===== config.mk =====
export PLATFORM = sky130hd
export DESIGN_NAME = video_scaler_timing
export DESIGN_NICKNAME = d
export VERILOG_FILES = /design/src/rtl/video_pkg.sv /design/src/rtl/video_sync_gen.sv /design/src/rtl/video_scaler_timing.sv
export SDC_FILE = /design/constraint.sdc
export NUM_CORES = 1
export LEC_CHECK = 0
export ABC_AREA = 1
export CAP_MARGIN = 20
export CORE_AREA = 2 2 131 133
export CTS_BUF_LIST = sky130_fd_sc_hd__clkbuf_4 sky130_fd_sc_hd__clkbuf_8
export CTS_CLUSTER_SIZE = 20
export DETAILED_ROUTE_END_ITERATION = 16
export DIE_AREA = 0 0 133 135
export HOLD_SLACK_MARGIN = 0.08
export PLACE_DENSITY = 0.52
export SYNTH_ARGS = -nofsm -noshare
export SYNTH_HDL_FRONTEND = slang
export SYNTH_SLANG_ARGS = --single-unit

===== constraint.sdc =====
create_clock -name CLOCK_50 -period 2.7 [get_ports CLOCK_50]
set_input_delay 0.27 -clock CLOCK_50 [delete_from_list [all_inputs] [get_ports CLOCK_50]]
set_output_delay 0.27 -clock CLOCK_50 [all_outputs]
set_load 0.01 [all_outputs]

===== src/rtl/video_pkg.sv =====
`default_nettype none
// ============================================================================
//  Module      : video_pkg
//  Description : Shared types and constants for the VGA raster / scaler slice.
//                rgb24_t      - packed {r,g,b} colour word
//                vga_timing_t - one set of horizontal/vertical raster timings
//                vid_ctl_t    - per-pixel control bits carried down the
//                               fetch-latency delay line
//                VGA_640x480_60 - standard 640x480 @ 60 Hz timing
//  Revision    : 1.0 - initial release
// ============================================================================
package video_pkg;

    typedef struct packed {
        logic [7:0] r;
        logic [7:0] g;
        logic [7:0] b;
    } rgb24_t;

    typedef struct packed {
        logic [11:0] h_active;
        logic [11:0] h_fp;
        logic [11:0] h_sync;
        logic [11:0] h_bp;
        logic [11:0] v_active;
        logic [11:0] v_fp;
        logic [11:0] v_sync;
        logic [11:0] v_bp;
    } vga_timing_t;

    typedef struct packed {
        logic pix_valid;
        logic active;
        logic hs;
        logic vs;
    } vid_ctl_t;

    localparam vga_timing_t VGA_640x480_60 = '{
        h_active: 12'd640, h_fp: 12'd16, h_sync: 12'd96, h_bp: 12'd48,
        v_active: 12'd480, v_fp: 12'd10, v_sync: 12'd2,  v_bp: 12'd33
    };

    function automatic int min_int(input int a, input int b);
        return (a < b) ? a : b;
    endfunction

endpackage
`default_nettype wire


===== src/rtl/video_sync_gen.sv =====
`default_nettype none
// ============================================================================
//  Module      : video_sync_gen
//  Description : Pixel-tick divider and raster counters.
//                CLOCK_50      in   system clock
//                reset         in   asynchronous, active-high
//                o_tick        out  one-cycle pixel-tick strobe
//                o_hc / o_vc   out  current column / line of the raster
//                o_active      out  current position lies in the active area
//                o_hs / o_vs   out  sync level for the current position
//                o_frame_start out  pulse on the tick that processes (0,0)
//                o_vga_clk     out  registered pixel clock for the DAC
//  Revision    : 1.0 - initial release
// ============================================================================
module video_sync_gen #(
    parameter int H_ACTIVE = 640,
    parameter int H_FP     = 16,
    parameter int H_SYNC   = 96,
    parameter int H_BP     = 48,
    parameter int V_ACTIVE = 480,
    parameter int V_FP     = 10,
    parameter int V_SYNC   = 2,
    parameter int V_BP     = 33,
    parameter int CLK_DIV  = 2,
    parameter bit HS_POL   = 1'b0,
    parameter bit VS_POL   = 1'b0,
    parameter int HC_W     = $clog2(H_ACTIVE + H_FP + H_SYNC + H_BP),
    parameter int VC_W     = $clog2(V_ACTIVE + V_FP + V_SYNC + V_BP)
) (
    input  logic            CLOCK_50,
    input  logic            reset,
    output logic            o_tick,
    output logic [HC_W-1:0] o_hc,
    output logic [VC_W-1:0] o_vc,
    output logic            o_active,
    output logic            o_hs,
    output logic            o_vs,
    output logic            o_frame_start,
    output logic            o_vga_clk
);

    localparam int c_h_total  = H_ACTIVE + H_FP + H_SYNC + H_BP;
    localparam int c_v_total  = V_ACTIVE + V_FP + V_SYNC + V_BP;
    localparam int c_hs_start = H_ACTIVE + H_FP;
    localparam int c_hs_end   = H_ACTIVE + H_FP + H_SYNC;
    localparam int c_vs_start = V_ACTIVE + V_FP;
    localparam int c_vs_end   = V_ACTIVE + V_FP + V_SYNC;
    localparam int c_div_w    = (CLK_DIV > 2) ? $clog2(CLK_DIV) : 1;

    localparam logic [c_div_w-1:0] c_div_last = c_div_w'(CLK_DIV - 1);
    localparam logic [c_div_w-1:0] c_div_half = c_div_w'(CLK_DIV / 2);
    localparam logic [HC_W-1:0]    c_h_last   = HC_W'(c_h_total - 1);
    localparam logic [VC_W-1:0]    c_v_last   = VC_W'(c_v_total - 1);

    logic [c_div_w-1:0] r_div;
    logic [HC_W-1:0]    r_hc;
    logic [VC_W-1:0]    r_vc;
    logic               r_vga_clk;
    logic               w_tick;
    int                 w_hc_i;
    int                 w_vc_i;

    assign w_tick = (r_div == c_div_last);

    always_ff @(posedge CLOCK_50 or posedge reset) begin
        if (reset) begin
            r_div     <= '0;
            r_hc      <= '0;
            r_vc      <= '0;
            r_vga_clk <= 1'b0;
        end else begin
            // High for the second half of each divider period: 50% duty.
            r_vga_clk <= (r_div >= c_div_half);
            if (w_tick) begin
                r_div <= '0;
                if (r_hc == c_h_last) begin
                    r_hc <= '0;
                    r_vc <= (r_vc == c_v_last) ? '0 : r_vc + 1'b1;
                end else begin
                    r_hc <= r_hc + 1'b1;
                end
            end else begin
                r_div <= r_div + 1'b1;
            end
        end
    end

    // Signed compares keep the window tests free of constant-unsigned cases.
    always_comb begin
        w_hc_i   = int'(r_hc);
        w_vc_i   = int'(r_vc);
        o_active = (w_hc_i < H_ACTIVE) && (w_vc_i < V_ACTIVE);
        o_hs     = ((w_hc_i >= c_hs_start) && (w_hc_i < c_hs_end)) ? HS_POL : ~HS_POL;
        o_vs     = ((w_vc_i >= c_vs_start) && (w_vc_i < c_vs_end)) ? VS_POL : ~VS_POL;
    end

    assign o_tick        = w_tick;
    assign o_hc          = r_hc;
    assign o_vc          = r_vc;
    assign o_frame_start = w_tick && (r_hc == '0) && (r_vc == '0);
    assign o_vga_clk     = r_vga_clk;

endmodule
`default_nettype wire


===== src/rtl/video_scaler_timing.sv =====
`default_nettype none
// ============================================================================
//  Module      : video_scaler_timing
//  Description : Parametrised VGA raster generator with integer pixel scaler.
//                Centres a WIDTH x HEIGHT game frame, scaled by the largest
//                integer factor that fits, and draws BORDER_RGB around it.
//                CLOCK_50     in   system clock
//                reset        in   asynchronous, active-high
//                x, y         out  game-space pixel request
//                pix_valid    out  x/y address a visible game pixel
//                frame_start  out  one-cycle pulse at raster (0,0)
//                r, g, b      in   colour for the request PIPE_LAT ticks ago
//                VGA_*        out  DAC colour and control
//  Revision    : 1.0 - initial release
// ============================================================================
module video_scaler_timing
    import video_pkg::*;
#(
    parameter int          H_ACTIVE   = int'(VGA_640x480_60.h_active),
    parameter int          H_FP       = int'(VGA_640x480_60.h_fp),
    parameter int          H_SYNC     = int'(VGA_640x480_60.h_sync),
    parameter int          H_BP       = int'(VGA_640x480_60.h_bp),
    parameter int          V_ACTIVE   = int'(VGA_640x480_60.v_active),
    parameter int          V_FP       = int'(VGA_640x480_60.v_fp),
    parameter int          V_SYNC     = int'(VGA_640x480_60.v_sync),
    parameter int          V_BP       = int'(VGA_640x480_60.v_bp),
    parameter int          CLK_DIV    = 2,
    parameter int          WIDTH      = 160,
    parameter int          HEIGHT     = 120,
    parameter int          PIPE_LAT   = 1,
    parameter bit          HS_POL     = 1'b0,
    parameter bit          VS_POL     = 1'b0,
    parameter logic [23:0] BORDER_RGB = 24'h0
) (
    input  logic       CLOCK_50,
    input  logic       reset,
    output logic [9:0] x,
    output logic [8:0] y,
    output logic       pix_valid,
    output logic       frame_start,
    input  logic [7:0] r,
    input  logic [7:0] g,
    input  logic [7:0] b,
    output logic [7:0] VGA_R,
    output logic [7:0] VGA_G,
    output logic [7:0] VGA_B,
    output logic       VGA_HS,
    output logic       VGA_VS,
    output logic       VGA_BLANK_N,
    output logic       VGA_SYNC_N,
    output logic       VGA_CLK
);

    localparam int c_h_total = H_ACTIVE + H_FP + H_SYNC + H_BP;
    localparam int c_v_total = V_ACTIVE + V_FP + V_SYNC + V_BP;
    localparam int c_hc_w    = $clog2(c_h_total);
    localparam int c_vc_w    = $clog2(c_v_total);
    localparam int c_block   = min_int(H_ACTIVE / WIDTH, V_ACTIVE / HEIGHT);
    localparam int c_x_start = (H_ACTIVE - WIDTH * c_block) / 2;
    localparam int c_x_last  = c_x_start + WIDTH * c_block - 1;
    localparam int c_y_start = (V_ACTIVE - HEIGHT * c_block) / 2;
    localparam int c_y_last  = c_y_start + HEIGHT * c_block - 1;
    localparam int c_bd_w    = (c_block > 2) ? $clog2(c_block) : 1;

    localparam logic [c_bd_w-1:0] c_bd_last  = c_bd_w'(c_block - 1);
    localparam vid_ctl_t          c_ctl_idle = '{pix_valid: 1'b0, active: 1'b0,
                                                 hs: ~HS_POL, vs: ~VS_POL};

    if (c_block == 0) begin : g_err_block
        $error("video_scaler_timing: game frame larger than active area");
    end
    if ((CLK_DIV < 2) || (CLK_DIV % 2 != 0)) begin : g_err_div
        $error("video_scaler_timing: CLK_DIV must be even and >= 2");
    end
    if ((PIPE_LAT < 0) || (PIPE_LAT > 4)) begin : g_err_lat
        $error("video_scaler_timing: PIPE_LAT must be 0..4");
    end

    logic              w_tick;
    logic [c_hc_w-1:0] w_hc;
    logic [c_vc_w-1:0] w_vc;
    logic              w_active;
    logic              w_hs;
    logic              w_vs;

    video_sync_gen #(
        .H_ACTIVE (H_ACTIVE), .H_FP (H_FP), .H_SYNC (H_SYNC), .H_BP (H_BP),
        .V_ACTIVE (V_ACTIVE), .V_FP (V_FP), .V_SYNC (V_SYNC), .V_BP (V_BP),
        .CLK_DIV  (CLK_DIV),  .HS_POL (HS_POL), .VS_POL (VS_POL),
        .HC_W     (c_hc_w),   .VC_W (c_vc_w)
    ) u_sync (
        .CLOCK_50      (CLOCK_50),
        .reset         (reset),
        .o_tick        (w_tick),
        .o_hc          (w_hc),
        .o_vc          (w_vc),
        .o_active      (w_active),
        .o_hs          (w_hs),
        .o_vs          (w_vs),
        .o_frame_start (frame_start),
        .o_vga_clk     (VGA_CLK)
    );

    // ---------------------------------------------------------------- scaler
    // Sub-counters track the game coordinate of the current raster position
    // without a divider: xd/yd count replicas of one game pixel.
    logic              w_h_in;
    logic              w_v_in;
    logic              w_x_adv;
    logic              w_y_adv;
    logic              w_line_end;
    logic [c_bd_w-1:0] r_xd;
    logic [c_bd_w-1:0] r_yd;
    logic [9:0]        r_xc;
    logic [8:0]        r_yc;

    always_comb begin
        w_h_in     = (int'(w_hc) >= c_x_start) && (int'(w_hc) <= c_x_last);
        w_v_in     = (int'(w_vc) >= c_y_start) && (int'(w_vc) <= c_y_last);
        // Counting stops on the last window position so the counter is
        // already back at zero when the window is next entered.
        w_x_adv    = w_h_in && (int'(w_hc) != c_x_last);
        w_y_adv    = w_v_in && (int'(w_vc) != c_y_last);
        w_line_end = (int'(w_hc) == c_h_total - 1);
    end

    always_ff @(posedge CLOCK_50 or posedge reset) begin
        if (reset) begin
            r_xd <= '0;
            r_xc <= '0;
            r_yd <= '0;
            r_yc <= '0;
        end else if (w_tick) begin
            if (w_x_adv) begin
                if (r_xd == c_bd_last) begin
                    r_xd <= '0;
                    r_xc <= r_xc + 10'd1;
                end else begin
                    r_xd <= r_xd + 1'b1;
                end
            end else begin
                r_xd <= '0;
                r_xc <= '0;
            end
            if (w_line_end) begin
                if (w_y_adv) begin
                    if (r_yd == c_bd_last) begin
                        r_yd <= '0;
                        r_yc <= r_yc + 9'd1;
                    end else begin
                        r_yd <= r_yd + 1'b1;
                    end
                end else begin
                    r_yd <= '0;
                    r_yc <= '0;
                end
            end
        end
    end

    // ---------------------------------------------------------------- stage 0
    logic [9:0] r_x;
    logic [8:0] r_y;
    vid_ctl_t   r_s0;

    always_ff @(posedge CLOCK_50 or posedge reset) begin
        if (reset) begin
            r_x  <= '0;
            r_y  <= '0;
            r_s0 <= c_ctl_idle;
        end else if (w_tick) begin
            r_x  <= r_xc;
            r_y  <= r_yc;
            r_s0 <= '{pix_valid: w_h_in && w_v_in, active: w_active,
                      hs: w_hs, vs: w_vs};
        end
    end

    assign x         = r_x;
    assign y         = r_y;
    assign pix_valid = r_s0.pix_valid;

    // ------------------------------------------------------------ delay line
    // Matches the colour source's fetch latency so control and colour meet.
    vid_ctl_t w_ctl_d;

    if (PIPE_LAT <= 0) begin : g_no_dly
        assign w_ctl_d = r_s0;
    end else begin : g_dly
        vid_ctl_t r_dly [PIPE_LAT];

        always_ff @(posedge CLOCK_50 or posedge reset) begin
            if (reset) begin
                for (int i = 0; i < PIPE_LAT; i++) begin
                    r_dly[i] <= c_ctl_idle;
                end
            end else if (w_tick) begin
                r_dly[0] <= r_s0;
                for (int i = 1; i < PIPE_LAT; i++) begin
                    r_dly[i] <= r_dly[i-1];
                end
            end
        end

        assign w_ctl_d = r_dly[PIPE_LAT-1];
    end

    // ---------------------------------------------------------- output stage
    rgb24_t r_rgb;
    logic   r_blank_n;
    logic   r_hs;
    logic   r_vs;

    always_ff @(posedge CLOCK_50 or posedge reset) begin
        if (reset) begin
            r_rgb     <= '0;
            r_blank_n <= 1'b0;
            r_hs      <= ~HS_POL;
            r_vs      <= ~VS_POL;
        end else if (w_tick) begin
            if (w_ctl_d.pix_valid) begin
                r_rgb <= {r, g, b};
            end else if (w_ctl_d.active) begin
                r_rgb <= BORDER_RGB;
            end else begin
                r_rgb <= '0;
            end
            r_blank_n <= w_ctl_d.active;
            r_hs      <= w_ctl_d.hs;
            r_vs      <= w_ctl_d.vs;
        end
    end

    assign VGA_R       = r_rgb.r;
    assign VGA_G       = r_rgb.g;
    assign VGA_B       = r_rgb.b;
    assign VGA_BLANK_N = r_blank_n;
    assign VGA_HS      = r_hs;
    assign VGA_VS      = r_vs;
    assign VGA_SYNC_N  = 1'b0;

endmodule
`default_nettype wire


==> impl_results.md, run 1 <==
* Row Count at 47
* Vias/cell at 4.50
* Synth area leaders: dfrtp_1 48%, nand2_1 15%, nand3_1 5.5%
* Nets@finish at 690
* Setup bufs post-CTS at 0
* Cells after Synth at 590
* HPWL after detailed placement at 7560 um
* DRC at 0
* Synth Area in Simple Gates at 0.325
* Die height at 135 um
* Synthesized area at 0.00485 mm2
* Yosys reg bits at 99
* Hold/Removal Path Class: input port to async pin
* Slew @ Worst Pin at 0.778 ns
* Most frequent cells in the layout: 197 x nand2_1, 92 x dfrtp_1, 74 x clkdlybuf4s50_1
* Crit path kind: flip-flop to output pin
* Clock sinks at 99
* Antenna violations before repair at 0
* Synth warn at 0
* Drt initial violations at 196
* Slowest-stage cell, CP: clkdlybuf4s50_1
* Final Util at 0.363
* CTS HTree Levels at 3
* Worst EP required at 2.43 ns
* Largest net degree at the start of global routing at 71
* Mean Syn Cell Area at 8.22 um2
* Placed Cells incl. Taps at 865
* Aggregate global routing overflow at 0
* Multiplexer share of the synthesized area at 0
* CTS tree: yes
* Most common cell after layout, fill and taps aside: nand2_1
* Fillers at 1,666
* Post-CTS Hold Buffers at 0
* Number of synthesized flops with an enable pin at 0
* Clk slew on worst S/H paths at 0.10 ns
* Core area at 0.0164 mm2
* Critical Path End Type: output pin
* Max-slew violation count at 0
* Initial Util at 0.296
* Post_cts resized at 0
* Maximum vdd drop at 0.205 mV
* Crit-path cells: inv_1 > ha_1 > inv_1 > nor4_1 > and3_1 > clkdlybuf4s50_1
* Pre-CTS setup slack at 0.793 ns
* Tot Pwr at 2.51 mW
* Synth Area in XOR/XNOR at 0.0253
* CTS Buf Count at 9
* Initial DRT Pass Iterations at 4
* Final Hold Vio Count at 0
* Worst Path Arrival at 2.04 ns
* Synth Flop Type: dfrtp_1
* Multi-input logic area at 0.00203 mm2
* Synth async-reset ratio at 1.00
* GPL Wtd Cong at 0.828
* Sequential share of the synthesized area at 0.512
* Distinct cells, synth at 40
* Area share of the largest cell type after synthesis at 0.480
* Die width at 133 um
* RSZ-0062 raised after global routing: false
* Layout area overhead at 22.8%
* CP peak stage delay at 0.55 ns
* Max cap viols at 0
* Most used cell, CP: inv_1
* CTS root buf: clkbuf_8
* Synth Net Count at 624
* Skew final at 0.0143 ns
* Status: complete, no violations
* Clock Tree Buf Depth at 2
* Crit-path max FO at 7
* Largest family of logic cells by synthesized area: simple AND/OR/NAND/NOR gates
* Port bufs at 74
* Die ar. at 0.0180 mm2
* FF+latch area at 0.00249 mm2
* Leakage at 2.81 nW
* Routed wire length at 10,800 um
* I/O pins at 76
* Post-synthesis adder-cell area fraction at 0.0206
* Achievable clock frequency at 0.432 GHz
* Compound-Gate Fraction of Synth Area at 0.0462
* First-pass GRT wire length at 19,100 um
* WL/cell at 12.3 um
* All-Layer GR Usage at 0.129
* TNS Setup at 0 ns
* Antenna viol nets, final at 0
* Cell Pwr Density at 421 mW/mm2
* Clock Latency Late Sink at 0.37 ns
* Ant. Diodes at 0
* Setup ws final at 0.386 ns
* Fin crit period at 2.31 ns
* Vias at 3,968
* Startpoint Class: flip-flop
* Max_slew headroom at 0.481
* Layout cells sized above 1 at 0.0802
* Final Cycle Share at 0.857
* Post-Layout Cell Count at 881
* Synth area leader: dfrtp_1
* Number of global-route vias before repair at 3,927
* Final Setup Violations at 0
-- synthesized netlist by cell type, types with 4 or more instances --
library cell and n:
nand2_1 197, o21ai_0 29, inv_1 48, buf_4 5, ha_1 8, buf_2 6, nor3_1 5, xnor2_1 5
dfrtp_1 93, o21ai_1 7, clkbuf_1 11, nor2_1 43, nor2_2 5, nand3_1 53, dfstp_2 6, inv_2 4
nand4_1 28, xor2_1 9
-- final cells by class --
cell class                 instances  area share
clock inverter                     5     0.00546
multi-input combinational        413       0.340
tap                              220      0.0462
timing repair buffer              79       0.133
clock buffer                      11      0.0233
sequential                        99       0.417
inverter                          54      0.0351
-- through the flow --
step	hold WS (ns)	instance area, um2
2_1_floorplan	0.355	4860
3_3_place_gp	0.456	5790
3_5_place_dp	0.458	5790
4_1_cts	0.267	5960
5_1_grt	0.282	5960
6_report	0.273	5960
-- path summary, 6_finish.rpt --
check	start	end	slack (ns)	depth (start not counted)
worst max-delay path	u_sync.o_vc[0]	frame_start	0.39	6
worst min-delay path	reset	VGA_B[7]	0.27	2
worst max register to register	u_sync.o_vc[0]	r_yc[0]	0.91	8
worst min register to register	x[4]	x[4]	0.48	2
max in group asynchronous	reset	VGA_HS	1.70	3
min in group CLOCK_50	r[2]	VGA_R[2]	0.45	3
-- sequential cells by signal, indices dropped and copies added, names as in the netlist, 2 cells and up --
register     cells
VGA_B            8
VGA_G            8
VGA_R            8
g_dly.r_dly      4
r_s0             3
r_xc            10
r_xd             2
r_yc             9
r_yd             2
u_sync.o_hc     10
u_sync.o_vc     10
x               10
y                9
-- where the power goes --
part	internal (mW)	switching, mW	leakage (nW)
Combinational	0.0759	0.0609	1.48
Clock	0.353	0.510	0.0822
Sequential	1.50	0.00998	1.25
Total	1.93	0.581	2.81
-- metal layers --
layer,vias to the layer above,GRT usage,share of wire
met4,0,0.0388,0.013
met3,11,0.0312,0.053
li1,2026,-,-
met2,80,0.204,0.44
met5,-,0,0
met1,1851,0.176,0.50
-- worst max-delay path: cells and delay by family, from the launching register on --
kind,cells,cell delay [ns]
buffers and inverters,3,0.74
DFF,1,0.46
adders and majority gates,1,0.15
and+or+nand+nor,2,0.34
-- logic make-up (layout without fill, tap and decap cells) --
logic type               Yosys count  after routing
flip-flops                        99             99
AO/OA/AOI/OAI                     42             42
buffers and inverters             78            149
adder cells (fa/ha/maj)            8              8
XOR/XNOR                          14             14
AND/OR/NAND/NOR                  348            348
other                              1              1
Note: power is estimated with default switching activity, not from simulation.
==> run 2, diff against run 1 <==
--- a/config.mk
+++ b/config.mk
@@ -5,15 +5,15 @@
 export SDC_FILE = /design/constraint.sdc
 export NUM_CORES = 1
 export LEC_CHECK = 0
-export ABC_AREA = 1
-export CAP_MARGIN = 20
-export CORE_AREA = 2 2 131 133
+export ABC_AREA = 0
+export CAP_MARGIN = 40
+export CORE_AREA = 2 2 125 127
 export CTS_BUF_LIST = sky130_fd_sc_hd__clkbuf_4 sky130_fd_sc_hd__clkbuf_8
 export CTS_CLUSTER_SIZE = 20
 export DETAILED_ROUTE_END_ITERATION = 16
-export DIE_AREA = 0 0 133 135
+export DIE_AREA = 0 0 127 129
 export HOLD_SLACK_MARGIN = 0.08
-export PLACE_DENSITY = 0.52
+export PLACE_DENSITY = 0.53
 export SYNTH_ARGS = -nofsm -noshare
 export SYNTH_HDL_FRONTEND = slang
 export SYNTH_SLANG_ARGS = --single-unit
==> run 2 against run 1 <==
  * Register-to-register slack worse by 0.42 ns
  * Utilization is 1.0 points higher
  * Sequential cell count stayed put
  * Clock power is 6.8% higher
==> impl_results.md, run 2 <==
* Status: complete, no violations
* Die ar. at 0.0164 mm2 (-8.8%)
* Antenna violations before repair at 0 (unchanged)
* Max cap viols at 0 (unchanged)
* Critical Path End Type: output pin
* CTS tree: yes
* Clock sinks at 99 (unchanged)
* Initial Util at 0.298 (+0.00192)
* Startpoint Class: flip-flop
* Final Cycle Share at 0.967 (+0.110)
* Most common cell after layout, fill and taps aside: dfrtp_1
* Crit-path cells: or2_4 > or4_1 > nor3_2 > clkdlybuf4s50_1
* Skew final at 0.0106 ns (-0.00375 ns)
* Maximum vdd drop at 0.283 mV (+38%)
* Slew @ Worst Pin at 0.638 ns (-0.140 ns)
* Tot Pwr at 2.57 mW (+2.3%)
* Vias/cell at 5.02 (+12%)
* R2r worst-path depth at 5 (-3)
* Layout area overhead at 25.5%
* Worst EP required at 2.43 ns (about the same)
* Initial DRT Pass Iterations at 5 (+1)
* Crit-path max FO at 8 (+1)
* TNS Setup at 0 ns (unchanged)
* Synth cell count leaders: 93 x dfrtp_1, 29 x a22o_1, 27 x nand2_1, 25 x mux2_2, 24 x o21ai_0
* Worst r2r src: u_sync.o_hc[0]
* Antenna viol nets, final at 0 (unchanged)
* Port bufs at 74 (unchanged)
* Routed wire length at 9630 um (-11%)
* Max_slew headroom at 0.571 (+0.0900)
* All-Layer GR Usage at 0.122 (-0.00754)
* Fin crit period at 2.61 ns (+0.298 ns)
* Nets@finish at 499 (-28%)
* CP top delay family: simple AND/OR/NAND/NOR gates
* Die width at 127 um (-4.5%)
* Yosys reg bits at 99 (unchanged)
* I/O pins at 76 (unchanged)
* Hold/Removal Path Class: input port to async pin
* WL/cell at 14.6 um (+19%)
* Drt initial violations at 143 (-27%)
* Crit path kind: flip-flop to output pin
* CP peak stage delay at 0.56 ns (about the same)
* Worst Path Arrival at 2.34 ns (+0.30 ns)
* RSZ-0062 raised after global routing: false
* Number of synthesized flops with an enable pin at 0 (unchanged)
* Vias at 3,305 (-17%)
* Cell Pwr Density at 459 mW/mm2 (+9.0%)
* Core area at 0.0150 mm2 (-8.7%)
* DRC at 0 (unchanged)
* Synth area leader: dfrtp_1
* Sequential share of the synthesized area at 0.557 (+0.0453)
* CTS Buf Count at 9 (unchanged)
* Ant. Diodes at 0 (unchanged)
* Row Count at 45 (-4.3%)
* Synth area leaders: dfrtp_1 52%, mux2_2 6.3%, a22o_1 5.7%
* Clock Tree Buf Depth at 2 (unchanged)
* Clock Latency Late Sink at 0.37 ns (about the same)
* Final Setup Violations at 0 (unchanged)
* Reg2reg end: r_yc[2]
* Final Hold Vio Count at 0 (unchanged)
* CP Buf/Inv Count at 1 (-2)
* Number of global-route vias before repair at 3,369 (-14%)
* Slowest-stage cell, CP: clkdlybuf4s50_1
* HPWL after detailed placement at 6590 um (-13%)
* Aggregate global routing overflow at 0 (unchanged)
* Fillers at 1,514 (-9.1%)
* Max-slew violation count at 0 (unchanged)
* Synthesized area at 0.00446 mm2 (-8.1%)
* Largest net degree at the start of global routing at 54 (-24%)
* Most frequent cell after synthesis: dfrtp_1
* Distinct cells, synth at 56 (+40%)
* Setup bufs post-CTS at 0 (unchanged)
* Die height at 129 um (-4.4%)
* Most frequent cells in the layout: 91 x dfrtp_1, 74 x clkdlybuf4s50_1, 29 x a22o_1
* Mean Syn Cell Area at 11.3 um2 (+37%)
* Synth Net Count at 429 (-31%)
* Synth warn at 0 (unchanged)
* Achievable clock frequency at 0.383 GHz (-11%)
* First-pass GRT wire length at 16,400 um (-14%)
* Cells after Synth at 395 (-33%)
* CTS root buf: clkbuf_8
* Layout cells sized above 1 at 0.147 (+0.0666)
* GPL Wtd Cong at 0.825 (-0.45%)
* Synth Flop Type: dfrtp_1
* Synth async-reset ratio at 1.00 (unchanged)
* FF-to-FF setup slack at 0.49 ns (-0.42 ns)
* Clk slew on worst S/H paths at 0.10 ns (about the same)
* Area share of the largest cell type after synthesis at 0.522 (+0.0424)
* CTS HTree Levels at 3 (unchanged)
* Leakage at 2.43 nW (-13%)
==> run 2: cell count changes in the layout (fill, tap and decap cells not counted), sizes merged, moves of 18 or more <==
cell   delta
inv      -34
nand3    -38
nor2     -38
mux2     +25
a22o     +29
nand2   -171
nand4    -18
==> run 2: how the worst max path moves through the flow <==
stage / startpoint / end / depth (start not counted) / slack (ns)
finish: u_sync.o_hc[5] / frame_start / 4 / 0.09
global route: u_sync.o_hc[5] / frame_start / 4 / 0.006
CTS: u_sync.o_hc[5] / frame_start / 4 / 0.007
detailed placement: u_sync.o_hc[5] / frame_start / 4 / 0.35
global placement: u_sync.o_hc[5] / frame_start / 4 / 0.39
floorplan: u_sync.o_hc[0] / u_sync.o_vc[3] / 6 / 0.85
==> run 2: kinds of logic after synthesis <==
logic type | Yosys count | share of synthesized area
AND/OR/NAND/NOR | 115 | 0.143
flip-flops | 99 | 0.557
AO/OA/AOI/OAI | 100 | 0.157
adder cells (fa/ha/maj) | 8 | 0.0225
buffers and inverters | 39 | 0.0401
multiplexers | 26 | 0.0654
other | 1 | 0.000841
XOR/XNOR | 7 | 0.0138
==> run 2: power by group <==
part	internal, mW	leakage, nW	switching, mW
Clock	0.352	0.0897	0.570
Sequential	1.50	1.25	0.0106
Combinational	0.0793	1.10	0.0560
==> run 2: what timing repair did <==
action,4_1_cts,5_1_grt
resized for setup,1,2
hold buffers,0,0
setup endpoints to repair,1,1
==> run 2: layout make-up <==
cell class                      count  area, um2  share of cell area
Tap cell                          188        235              0.0421
Timing Repair Buffer               83        821               0.147
Multi-Input combinational cell    257       1810               0.323
Sequential cell                    99       2490               0.445
Clock buffer                        9        124              0.0221
Clock inverter                      7       60.1              0.0107
Inverter                           15       60.1              0.0107
==> run 2: per-layer routing <==
metal	part of all wire	wire length, um	up-vias	track usage
met5	0	0	-	0
met4	0.015	142	0	0.0420
met3	0.052	504	9	0.0308
met2	0.44	4260	81	0.180
met1	0.49	4720	1625	0.173
li1	-	-	1590	-
==> run 2: stage by stage <==
| stage | util | cells | setup slack, ns | cell area (um2) | hold WS, ns |
|---|---|---|---|---|---|
| global route | 0.373 | 658 | 0.00625 | 5590 | 0.110 |
| CTS | 0.373 | 658 | 0.00740 | 5590 | 0.109 |
| floorplan | - | 395 | 0.847 | 4460 | 0.349 |
| global placement | 0.360 | 642 | 0.386 | 5400 | 0.461 |
| detailed placement | 0.360 | 642 | 0.351 | 5400 | 0.468 |
| finish | 0.373 | 658 | 0.0878 | 5590 | 0.133 |
==> run 3, diff against run 2 <==
--- a/config.mk
+++ b/config.mk
@@ -7,13 +7,13 @@
 export LEC_CHECK = 0
 export ABC_AREA = 0
 export CAP_MARGIN = 40
-export CORE_AREA = 2 2 125 127
+export CORE_AREA = 2 2 103 105
 export CTS_BUF_LIST = sky130_fd_sc_hd__clkbuf_4 sky130_fd_sc_hd__clkbuf_8
 export CTS_CLUSTER_SIZE = 20
 export DETAILED_ROUTE_END_ITERATION = 16
-export DIE_AREA = 0 0 127 129
+export DIE_AREA = 0 0 105 107
 export HOLD_SLACK_MARGIN = 0.08
-export PLACE_DENSITY = 0.53
+export PLACE_DENSITY = 0.72
 export SYNTH_ARGS = -nofsm -noshare
 export SYNTH_HDL_FRONTEND = slang
 export SYNTH_SLANG_ARGS = --single-unit
==> run 3 against run 2 <==
  * Clock skew is 0.0040 ns higher
  * Maximum frequency barely moved
  * Combinational power about the same
  * Sequential cell count did not move
  * Non-clock buffer count unchanged
  * Register-to-register slack got worse by 0.03 ns
  * Routed wire length grew 0.45%
  * Global-route usage rose by 6.2 points
  * Count of clock-buffer cells in the layout unchanged
==> impl_results.md, run 3 (synthesized netlist as in run 2, its figures left out) <==
* Worst EP required at 2.43 ns (about the same)
* Die height at 107 um (-17%)
* Maximum vdd drop at 0.263 mV (-7.2%)
* Final Util at 0.552 (+0.179)
* Drt initial violations at 204 (+43%)
* Crit path kind: flip-flop to output pin
* Achievable clock frequency at 0.382 GHz (about the same)
* Most common cell after layout, fill and taps aside: dfrtp_1
* CTS HTree Levels at 3 (unchanged)
* Logic pwr share at 0.051 (-0.002)
* Clk slew on worst S/H paths at 0.10 ns (about the same)
* CTS Buf Count at 9 (unchanged)
* Core area at 0.0101 mm2 (-33%)
* TNS Setup at 0 ns (unchanged)
* Ant. Diodes at 0 (unchanged)
* Clock Tree Buf Depth at 2 (unchanged)
* Setup bufs post-CTS at 0 (unchanged)
* Sw frac at 0.223 (-0.0248)
* Max_slew headroom at 0.504 (-0.0669)
* First-pass GRT wire length at 16,700 um (+2.0%)
* Aggregate global routing overflow at 0 (unchanged)
* GPL Wtd Cong at 0.904 (+9.6%)
* Routed wire length at 9670 um (+0.45%)
* Layout area overhead at 25.1%
* Slew @ Worst Pin at 0.742 ns (+0.104 ns)
* CTS tree: yes
* Max cap viols at 0 (unchanged)
* WL/cell at 16.0 um (+9.1%)
* Number of global-route vias before repair at 3,437 (+2.0%)
* Largest net degree at the start of global routing at 54 (unchanged)
* DRC at 0 (unchanged)
* Pint at 2.11 mW (+9.1%)
* Hold/Removal Path Class: input port to async pin
* Skew final at 0.0146 ns (+0.00399 ns)
* Final Cycle Share at 0.968 (about the same)
* Worst r2r src: u_sync.o_hc[1]
* Post-CTS Hold Buffers at 0 (unchanged)
* Fillers at 916 (-39%)
* Fin crit period at 2.61 ns (+0.00239 ns)
* Clock Latency Late Sink at 0.38 ns (about the same)
* Startpoint Class: flip-flop
* Row Count at 37 (-18%)
* Net Switching at 0.605 mW (-5.0%)
* Status: complete, no violations
* Vias at 3,386 (+2.5%)
* Final Setup Violations at 0 (unchanged)
* FF-to-FF setup slack at 0.46 ns (-0.03 ns)
* Final Hold Vio Count at 0 (unchanged)
* Most frequent cells in the layout: 91 x dfrtp_1, 74 x clkdlybuf4s50_1, 29 x a22o_1
* Nets@finish at 499 (unchanged)
* Die width at 105 um (-17%)
* I/O pins at 76 (unchanged)
* Vias/cell at 5.59 (+11%)
* Crit-path max FO at 8 (unchanged)
* Port bufs at 74 (unchanged)
* Post_cts resized at 0 (-1)
* Initial Util at 0.442 (+0.144)
* Leakage at 2.45 nW (+0.69%)
* All-Layer GR Usage at 0.183 (+0.0619)
* Max-slew violation count at 0 (unchanged)
* Critical Path End Type: output pin
* CTS root buf: clkbuf_8
* R2r worst-path depth at 5 (unchanged)
* Die ar. at 0.0112 mm2 (-31%)
* Reg2reg end: r_yc[2]
* Clock power share at 0.392 (+0.033)
* Layout cells sized above 1 at 0.145 (-0.00213)
* Antenna viol nets, final at 0 (unchanged)
* Clock sinks at 99 (unchanged)
* RSZ-0062 raised after global routing: false
* Worst Path Arrival at 2.34 ns (about the same)
* Antenna violations before repair at 0 (unchanged)
* Initial DRT Pass Iterations at 4 (-1)
* HPWL after detailed placement at 6610 um (+0.30%)
* Cell Pwr Density at 487 mW/mm2 (+6.0%)
* Sequential power share at 0.557 (-0.031)
==> run 3: layout make-up <==
type / instances / area (um2) / share of cell area
clock inverters: 7 / 100 / 0.0180
flip-flops and latches: 99 / 2490 / 0.446
clock buffers: 9 / 124 / 0.0222
multi-input cells: 257 / 1800 / 0.323
well taps: 136 / 170 / 0.0305
repair buffers: 83 / 833 / 0.149
inverters: 15 / 60.1 / 0.0108
==> run 3: power by group through the flow <==
stage	sequential, mW	clock (mW)	combinational (mW)
2_1_floorplan	1.55	0	0.0390
3_3_place_gp	1.54	0	0.140
3_5_place_dp	1.54	0	0.143
4_1_cts	1.51	1.09	0.143
5_1_grt	1.51	1.15	0.152
6_report	1.51	1.06	0.138
==> run 3: metrics by stage <==
stage               setup slack (ns)  hold slack [ns]  instance area (um2)  power, mW  cells
floorplan                      0.847            0.349                 4460       1.59    395
global placement               0.466            0.457                 5340       1.68    590
detailed placement             0.446            0.465                 5340       1.68    590
CTS                           0.0350            0.383                 5570       2.74    606
global route                  0.0295            0.415                 5580       2.82    606
finish                        0.0854            0.354                 5580       2.71    606
==> run 3: worst max-delay path by stage <==
| stage | startpoint | end | slack (ns) | cells after the start |
|---|---|---|---|---|
| 4_1_cts | u_sync.o_hc[5] | frame_start | 0.03 | 4 |
| 6_report | u_sync.o_hc[5] | frame_start | 0.09 | 4 |
| 3_5_place_dp | u_sync.o_hc[5] | frame_start | 0.45 | 4 |
| 2_1_floorplan | u_sync.o_hc[0] | u_sync.o_vc[3] | 0.85 | 6 |
| 3_3_place_gp | u_sync.o_hc[5] | frame_start | 0.47 | 4 |
| 5_1_grt | u_sync.o_hc[5] | frame_start | 0.03 | 4 |
==> run 3: critical path: stages, from the launching register on <==
cell,delay [ns]
dfrtp_2,0.47
or2_4,0.29
or4_1,0.49
nor3_1,0.16
clkdlybuf4s50_1,0.56
==> run 3: per-layer routing <==
layer / global-route usage / wire [um] / vias to the layer above
met5: 0 / 0 / -
met4: 0.0724 / 167 / 0
met3: 0.0383 / 402 / 15
met2: 0.301 / 4770 / 92
met1: 0.239 / 4330 / 1684
li1: - / - / 1595
